**src/rtl/code_decoder_v.sv**
```systemverilog
// Streams 2-bit codes through a 2-entry FIFO and delivers their decoded word with a
// sticky OR-accumulator and saturating delivery count. Optional: CODE_DECODER_THERMO_EN.
module code_decoder_v #(
  parameter int unsigned CODE_W = 2,
  parameter int unsigned OUT_W  = 4,
  parameter int unsigned CNT_W  = 8
) (
  input  logic              i_clk,
  input  logic              i_rst_n,
  input  logic [CODE_W-1:0] i_code,
  input  logic              i_valid,
  output logic              o_ready,
  output logic [OUT_W-1:0]  o_onehot,
  output logic              o_valid,
  input  logic              i_ready,
  input  logic              i_clear,
  output logic [OUT_W-1:0]  o_accum,
  output logic [CNT_W-1:0]  o_count
);

  typedef enum logic [1:0] {
    S_EMPTY = 2'd0,
    S_ONE   = 2'd1,
    S_FULL  = 2'd2
  } state_t;

  state_t              r_state;
  state_t              w_state_nxt;
  logic [CODE_W-1:0]   r_head;
  logic [CODE_W-1:0]   r_tail;
  logic [CODE_W-1:0]   w_head_nxt;
  logic [CODE_W-1:0]   w_tail_nxt;
  logic                r_ready;
  logic                r_valid;
  logic [OUT_W-1:0]    r_onehot;
  logic [OUT_W-1:0]    w_word_nxt;
  logic [OUT_W-1:0]    r_accum;
  logic [CNT_W-1:0]    r_count;
  logic                w_push;
  logic                w_pop;

  function automatic logic [OUT_W-1:0] decode(input logic [CODE_W-1:0] code);
    logic [OUT_W-1:0] word;
    word = '0;
    for (int unsigned k = 0; k < OUT_W; k++) begin
`ifdef CODE_DECODER_THERMO_EN
      word[k] = (k <= 32'(code));
`else
      word[k] = (k == 32'(code));
`endif
    end
    return word;
  endfunction

  assign w_push = i_valid && r_ready;
  assign w_pop  = r_valid && i_ready;

  // Occupancy FSM; the decoded head word is precomputed so all outputs come from flops.
  always_comb begin
    w_state_nxt = r_state;
    w_head_nxt  = r_head;
    w_tail_nxt  = r_tail;
    case (r_state)
      S_EMPTY: begin
        if (w_push) begin
          w_state_nxt = S_ONE;
          w_head_nxt  = i_code;
        end
      end
      S_ONE: begin
        if (w_push && w_pop) begin
          w_head_nxt = i_code;
        end else if (w_push) begin
          w_state_nxt = S_FULL;
          w_tail_nxt  = i_code;
        end else if (w_pop) begin
          w_state_nxt = S_EMPTY;
        end
      end
      S_FULL: begin
        if (w_pop) begin
          w_state_nxt = S_ONE;
          w_head_nxt  = r_tail;
        end
      end
      default: w_state_nxt = S_EMPTY;
    endcase
    w_word_nxt = (w_state_nxt != S_EMPTY) ? decode(w_head_nxt) : '0;
  end

  always_ff @(posedge i_clk or negedge i_rst_n) begin
    if (!i_rst_n) begin
      r_state  <= S_EMPTY;
      r_head   <= '0;
      r_tail   <= '0;
      r_ready  <= 1'b1;
      r_valid  <= 1'b0;
      r_onehot <= '0;
    end else begin
      r_state  <= w_state_nxt;
      r_head   <= w_head_nxt;
      r_tail   <= w_tail_nxt;
      r_ready  <= (w_state_nxt != S_FULL);
      r_valid  <= (w_state_nxt != S_EMPTY);
      r_onehot <= w_word_nxt;
    end
  end

  // A clear coinciding with a pop restarts the history from the popped word.
  always_ff @(posedge i_clk or negedge i_rst_n) begin
    if (!i_rst_n) begin
      r_accum <= '0;
      r_count <= '0;
    end else if (i_clear) begin
      r_accum <= w_pop ? r_onehot : '0;
      r_count <= w_pop ? CNT_W'(1) : '0;
    end else if (w_pop) begin
      r_accum <= r_accum | r_onehot;
      if (r_count != '1) begin
        r_count <= r_count + CNT_W'(1);
      end
    end
  end

  assign o_ready  = r_ready;
  assign o_valid  = r_valid;
  assign o_onehot = r_onehot;
  assign o_accum  = r_accum;
  assign o_count  = r_count;

endmodule

```
**config.mk**
```make
export PLATFORM = sky130hd
export DESIGN_NAME = code_decoder_v
export DESIGN_NICKNAME = d
export VERILOG_FILES = /design/src/rtl/code_decoder_v.sv
export SDC_FILE = /design/constraint.sdc
export NUM_CORES = 1
export LEC_CHECK = 0
export ABC_CLOCK_PERIOD_IN_PS = 1600
export CAP_MARGIN = 10
export CORE_MARGIN = 10
export CORE_UTILIZATION = 30
export CTS_CLUSTER_SIZE = 40
export DETAILED_ROUTE_END_ITERATION = 7
export PLACE_DENSITY = 0.57
export SLEW_MARGIN = 0
export SYNTH_ARGS = -nofsm -noshare
export SYNTH_HDL_FRONTEND = slang
export SYNTH_SLANG_ARGS = --single-unit
```
**constraint.sdc**
```tcl
create_clock -name i_clk -period 1.6 [get_ports i_clk]
set_input_delay 0.24 -clock i_clk [delete_from_list [all_inputs] [get_ports i_clk]]
set_output_delay 0.24 -clock i_clk [all_outputs]
set_load 0.03 [all_outputs]
```
# Word-level counts from Yosys, hierarchy flattened
# Cells that the tools add are included.
# W data, S select, Z words.
[totals] reg_bits=24 out_inout_bits=18 wordCells=46
[op_classes] eq_ne=7 mux=18 bitwise=2 addsub=1 n_reduce_logical=10
[ops] operator="$mux W8" count=3
[ops] operator="$mux W2" count=8
[ops] operator="$mux W4" count=4
[ops] operator="$pmux W2 S3" count=2
[ops] operator="$add A8 B1 Y8 const B" count=1
[ops] operator="$ne A8 B8 Y1 const B" count=1
[ops] operator="$reduce_bool A2 Y1" count=3
[ops] operator="$eq A2 B2 Y1 const A" count=2
[ops] operator="$logic_not A2 Y1" count=2
[ops] operator="$or A4 B4 Y4" count=1
[ops] operator="$logic_and A1 B1 Y1" count=3
[ops] operator="$reduce_and A3 Y1" count=1
[ops] operator="$eq A1 B2 Y1 const A" count=1
[ops] operator="$eq A2 B1 Y1 const B" count=1
[ops] operator="$eq A2 B2 Y1 const B" count=1
[ops] operator="$ne A2 B2 Y1 const B" count=1
[ops] operator="$reduce_and A2 Y1" count=1
[ops] operator="$mux W1" count=1
[ops] operator="$not A1 Y1" count=1

# Depth between registers and ports, before layout
# Gate-level depths: netlist (run 1).
[depth] ltp_word=7 ltp_mapped=5 mapped_depth_nobuf=5

# Worst setup path after synthesis (run 1)
# No wires, ideal clock.
[synth_timing] path_type="reg-to-reg" startpoint="register r_count[0], in the netlist o_count[0]" endpoint="register r_count[4], in the netlist o_count[4]" arrival_ns=1.482 path_slack_ns=-0.013 synth_period_minus_slack_ns=1.613 required_time_ns=1.469 stages_incl_launch_ff=6 n_path_buf=0 cell_sequence="dfrtp_1 -> ha_1 -> nand4_1 -> a211oi_1 -> xnor2_1 -> nor2_1"
[synth_via] elab_chain_cells=4
[synth_lines] element="start: declaration" line_no="38" text="logic [CNT_W-1:0] r_count;"
[synth_lines] element="start signal: assignment" line_no="116" text="r_count <= w_pop ? CNT_W'(1) : '0;"
[synth_lines] element="start signal: assignment" line_no="120" text="r_count <= r_count + CNT_W'(1);"
[synth_lines] element="$add A8 B1 Y8" line_no="120"
[synth_lines] element="$mux W8" line_no="119" text="if (r_count != '1) begin"
[synth_lines] element="$mux W8" line_no="117" text="end else if (w_pop) begin"
[synth_lines] element="$mux W8" line_no="114" text="end else if (i_clear) begin"
# Several ways; a longest one is shown, not always the timed one. The select of a mux whose other input is x is not followed.
# A chain may end at the register's enable or synchronous reset.

# Final worst setup path (run 1)
[layout_timing] startpoint="register r_accum[0], in the netlist o_accum[0]" endpoint="output port o_accum[0]"
[layout_rtl] element="start: declaration" line_no="37" text="logic [OUT_W-1:0] r_accum;"
[layout_rtl] element="start signal: assignment" line_no="115" text="r_accum <= w_pop ? r_onehot : '0;"
[layout_rtl] element="start signal: assignment" line_no="118" text="r_accum <= r_accum | r_onehot;"
[layout_rtl] element="end: declaration" line_no="17" text="output logic [OUT_W-1:0] o_accum,"
# No word-level cell between the ends.

==> results of run 1 <==
-- Yosys cell counts, drive strengths merged (2+ instances only) --
master / count
a221o: 2
and3: 3
and4: 2
clkbuf: 3
nand3: 4
nor3b: 3
a21oi: 8
inv: 7
nand2: 7
nor3: 6
mux2: 3
a31oi: 2
dfrtp: 23
nor2: 6
nand4: 3
o21ai: 4
-- cells by family after synthesis --
group           count (synthesis)  share of synthesized area
compound gates                 21                      0.125
xor+xnor                        2                     0.0158
fa+ha+maj                       1                     0.0113
buf+inv                        11                     0.0383
flops                          24                      0.542
mux                             4                     0.0394
simple gates                   42                      0.229
-- per-stage QoR --
| step | cells | TNS, ps | setup WS (ps) | utilization | power (uW) |
|---|---|---|---|---|---|
| 2_1_floorplan | 105 | 0 | 10.9 | - | 1470 |
| 3_3_place_gp | 185 | -643 | -137 | 0.409 | 1890 |
| 3_5_place_dp | 185 | -1090 | -196 | 0.409 | 1910 |
| 4_1_cts | 189 | 0 | 31.7 | 0.422 | 2300 |
| 5_1_grt | 193 | 0 | 2.03 | 0.431 | 2500 |
| 6_report | 193 | 0 | 49.4 | 0.431 | 2330 |
-- registers in the layout, summed over array words and instances (netlist names) --
signal	count
o_count	8
o_accum	4
o_onehot	4
r_head	2
r_state	2
r_tail	2
o_ready	1
o_valid	1
-- final timing paths --
check | start | slack, ps | endpoint
hold / removal | i_rst_n | 330 | o_count[7]
min in group i_clk | o_onehot[0] | 490 | o_accum[0]
setup / recovery | o_accum[0] | 50 | o_accum[0]
hold reg to reg | o_onehot[0] | 490 | o_accum[0]
max in group asynchronous | i_rst_n | 980 | o_ready
setup reg to reg | o_ready | 70 | o_onehot[1]
-- power by group --
part / internal (uW) / switching, uW
Clock: 220 / 188
Combinational: 503 / 534
Sequential: 778 / 107
-- area by class of cell --
type	count	area (um2)	share of cell area
Multi-Input combinational cell	70	472	0.301
Tap cell	48	60.1	0.0383
Clock buffer	4	55.1	0.0351
Timing Repair Buffer	40	350	0.224
Inverter	7	26.3	0.0168
Sequential cell	24	603	0.385
-- repair_timing --
action	in CTS	in global routing
buffers inserted	0	4
pin swaps	0	2
endpoints found under the setup margin	8	6
resized for setup	8	2
-- layer usage --
metal / global-route usage / vias up / share of wire
li1: - / 460 / -
met2: 0.139 / 23 / 0.48
met5: 0 / - / 0
met4: 0.0208 / 0 / 0.0082
met3: 0.0353 / 4 / 0.076
met1: 0.0980 / 451 / 0.44
==> flow_summary.json, run 1 <==
{
  "outcome": "finished, final reports clean",
  "drtPass1Iterations": 4,
  "crit_cells": 1,
  "ys.flop_type": "dfrtp_1",
  "synth-seq-cells": 24,
  "maxSlewHeadroom": 0.701,
  "cp_cell_sequence": "clkdlybuf4s50_1",
  "coreArea_um2": 3630,
  "syn_area_per_cell_um2": 10.6,
  "initial_core_util": 0.306,
  "layout_common_cells": "22 x dfrtp_1, 16 x clkdlybuf4s50_1, 16 x buf_4, 8 x a21oi_1, 8 x dlygate4sd2_1",
  "std_cell_rows": 22,
  "synth.top_cell.area_share": 0.518,
  "critical-path-top-delay-family": "buffers and inverters",
  "min_period_ps": 1550,
  "fmaxAchievable_ghz": 0.645,
  "fin_area_um2": 1570,
  "p_per_area_nw_per_um2": 1490,
  "vias": 938,
  "rsz0062_at_grt": "false",
  "fin_hold_ws_ps": 331,
  "grt_max_degree": 25,
  "n_antenna_cell": 0,
  "grt_first_pass_wirelength_um": 4440,
  "hold_path.class": "in -> async",
  "irDropWorstVdd_mv": 0.891,
  "routed_wirelength_um": 2560,
  "yosys.area.top_type": "dfrtp_1",
  "ys_seq_area_frac": 0.542,
  "numClockSinks": 24,
  "antenna_found_initial": 0,
  "grt_pass1_vias": 952,
  "syn-num-nets": 113,
  "gp_congestion": 0.833,
  "dpl_cell_area_um2": 1490,
  "yosysWarnings": 0,
  "areaGrowthSynthToFinish_pct": 41.0,
  "drive_gt1_frac": 0.228,
  "nets": 154,
  "grt.overflow.total": 0,
  "clk_latency_ps": 260,
  "hold_viol_final": 0,
  "cp-start-kind": "register",
  "cts_tree": "done",
  "die_w_um": 80.9,
  "wl_per_cell_um": 13.3,
  "criticalPathCategory": "reg -> out",
  "dp_hpwl_um": 1910,
  "fin_crit_sh": 0.969,
  "clkTransAtPathRegs_ps": 80,
  "rr_worst_depth": 4,
  "cts_buffers": 3,
  "max_stage_delay_ps": 680,
  "clockBufferDepth": 2,
  "cp_num_buf_inv": 1,
  "synth_area_um2": 1110,
  "synthTopCellsByArea": "dfrtp_1 52%, a21oi_1 3.6%, mux2_2 3.0%, dfstp_2 2.4%, inv_1 2.4%",
  "setup_violations": 0,
  "report.final.slew_viol_count": 0,
  "synth_cell_types": 37,
  "final_common_cell": "dfrtp_1",
  "first_iter_violations": 44,
  "async_reset_ff_frac": 1.00,
  "die_h_um": 80.9,
  "portBuffers": 24,
  "cts_hold_buf": 0,
  "grt_util_all_layers": 0.0837,
  "synth_edf_count": 0,
  "ant_nets": 0,
  "cp_slowest_cell": "clkdlybuf4s50_1",
  "tightest_slew_ps": 447,
  "htreeDepth": 1,
  "root_buffer": "clkbuf_8",
  "crit_fanout": 2,
  "p_leak_uw": 0.000698,
  "syn_inst": 105,
  "vias_per_cell": 4.86,
  "required_ps": 1360,
  "max_cap_violations": 0,
  "crit_path_end_kind": "output pin",
  "drc": 0,
  "cp_data_arrival_time_ps": 1310,
  "nFillCells": 378,
  "fin_skew_ps": 1.87,
  "num_io_pins": 25,
  "dieArea_um2": 6540
}
Power figures use the tool's default switching activity.
==> run 2: changes to the inputs <==
Settings changed: ABC_CLOCK_PERIOD_IN_PS 1600 to default.
Clock period 1.6 ns to 1.8 ns, I/O delays scaled along.
==> run 2 against run 1 <==
Net effect: wire length rose by 1.2%; sequential share of layout area rose by 2.0 points; sequential power fell by 8.4%; count of clock-buffer cells in the layout did not move; sequential cell count did not move; combinational power fell by 25%; register-to-register slack improved by 190 ps; hold slack improved by 20 ps; largest cell class unchanged; highest routed layer unchanged.
==> flow_summary.json, run 2 (synthesis results as in run 1) <==
{
  "maxSlewHeadroom": 0.696,
  "dp_hpwl_um": 1920,
  "cp_slowest_cell": "clkdlybuf4s50_1",
  "seqPwrFrac": 0.421,
  "htreeDepth": 1,
  "fin_crit_sh": 0.968,
  "required_ps": 1530,
  "cp_num_buf_inv": 1,
  "routed_wirelength_um": 2600,
  "cp_cell_sequence": "clkdlybuf4s50_1",
  "dpl_cell_area_um2": 1440,
  "gp_congestion": 0.825,
  "antenna_found_initial": 0,
  "die_h_um": 80.9,
  "final_common_cell": "dfrtp_1",
  "place_ws_ps": -23.2,
  "fmaxAchievable_ghz": 0.574,
  "grt_max_degree": 25,
  "intPower_uw": 1210,
  "vias_per_cell": 4.93,
  "sw_frac_of_total": 0.374,
  "clkTransAtPathRegs_ps": 90,
  "hold_viol_final": 0,
  "root_buffer": "clkbuf_8",
  "tightest_slew_ps": 455,
  "vias": 903,
  "p_leak_uw": 0.000634,
  "clockPowerShare": 0.173,
  "wl_per_cell_um": 14.2,
  "post_cts_buffers": 0,
  "portBuffers": 24,
  "irDropWorstVdd_mv": 0.672,
  "die_w_um": 80.9,
  "fin_skew_ps": 12.8,
  "criticalPathCategory": "reg -> out",
  "numClockSinks": 24,
  "largest_reg_flops": 8,
  "cp_data_arrival_time_ps": 1470,
  "p_per_area_nw_per_um2": 1300,
  "first_iter_violations": 46,
  "std_cell_rows": 22,
  "clockBufferDepth": 2,
  "drive_gt1_frac": 0.133,
  "cts_hold_buf": 0,
  "min_period_ps": 1740,
  "crit_path_end_kind": "output pin",
  "report.final.slew_viol_count": 0,
  "critical-path-top-delay-family": "buffers and inverters",
  "grt_pass1_vias": 907,
  "fin_area_um2": 1490,
  "max_stage_delay_ps": 670,
  "clk_latency_ps": 270,
  "grt_util_all_layers": 0.0826,
  "crit_fanout": 3,
  "dieArea_um2": 6540,
  "drc": 0,
  "layout_common_cells": "23 x dfrtp_1, 22 x clkdlybuf4s50_1, 8 x a21oi_1, 7 x inv_1, 7 x nand2_1",
  "nets": 144,
  "grt.overflow.total": 0,
  "rsz0062_at_grt": "false",
  "outcome": "finished, final reports clean",
  "p_switching_uw": 722,
  "pwr-share-comb": 0.406,
  "max_cap_violations": 0,
  "cp-start-kind": "register",
  "setup_violations": 0,
  "grt_first_pass_wirelength_um": 4310,
  "coreArea_um2": 3630,
  "setup_ws_ps": 57.1,
  "n_antenna_cell": 0,
  "cts_buffers": 3,
  "hold_path.class": "in -> async",
  "num_io_pins": 25,
  "areaGrowthSynthToFinish_pct": 33.8,
  "cts_tree": "done",
  "ant_nets": 0,
  "drtPass1Iterations": 5,
  "initial_core_util": 0.306
}
==> run 2: timing repair <==
action                     4_1_cts  5_1_grt
gates resized for setup          1        1
setup endpoints to repair        1        1
cloned                           0        0
==> run 2: stage by stage <==
stage / power, uW / TNS (ps) / hold WS [ps] / instances / util
after detailed placement: 1620 / -52.2 / 478 / 179 / 0.396
after global routing: 2060 / 0 / 375 / 183 / 0.409
after global placement: 1600 / 0 / 474 / 179 / 0.396
after CTS: 1960 / 0 / 358 / 183 / 0.408
final: 1930 / 0 / 351 / 183 / 0.409
after floorplan: 1300 / 0 / -25.6 / 105 / -
==> run 2: area by class of cell <==
class	instances	area (um2)
well taps	48	60.1
fillers	366	2150
clock buffers	4	45.0
flip-flops and latches	24	602
multi-input cells	70	467
inverters	7	26.3
repair buffers	30	287
==> run 2: routing by layer <==
| metal | GRT usage | vias to the layer above | wire length (um) | share of wire |
|---|---|---|---|---|
| met3 | 0.0342 | 2 | 178 | 0.069 |
| met2 | 0.135 | 21 | 1250 | 0.48 |
| met1 | 0.0982 | 443 | 1150 | 0.44 |
| met5 | 0 | - | 0 | 0 |
| met4 | 0.0208 | 0 | 9 | 0.0035 |
| li1 | - | 437 | - | - |
==> run 2: power by group through the flow <==
stage | Sequential, uW | Clock [uW] | Combinational (uW)
floorplan | 957 | 0 | 346
global placement | 819 | 0 | 784
detailed placement | 823 | 0 | 796
CTS | 816 | 347 | 798
global route | 835 | 368 | 860
finish | 812 | 335 | 784
==> run 2: path summary, 6_finish.rpt <==
check | slack [ps] | to | depth (start not counted) | start
max reg2reg | 260 | o_onehot[3] | 4 | o_valid
min reg2reg | 480 | o_accum[2] | 2 | o_onehot[2]
min in group i_clk | 480 | o_accum[2] | 2 | o_onehot[2]
max | 60 | o_ready | 1 | o_ready
max in group asynchronous | 1150 | o_ready | 2 | i_rst_n
min | 350 | o_accum[1] | 2 | i_rst_n
==> run 3: changes to the inputs <==
Settings changed: HOLD_SLACK_MARGIN from default to 0.12.
==> results of run 3 <==
No change in the layout: final DEF, timing and power equal those of run 2.
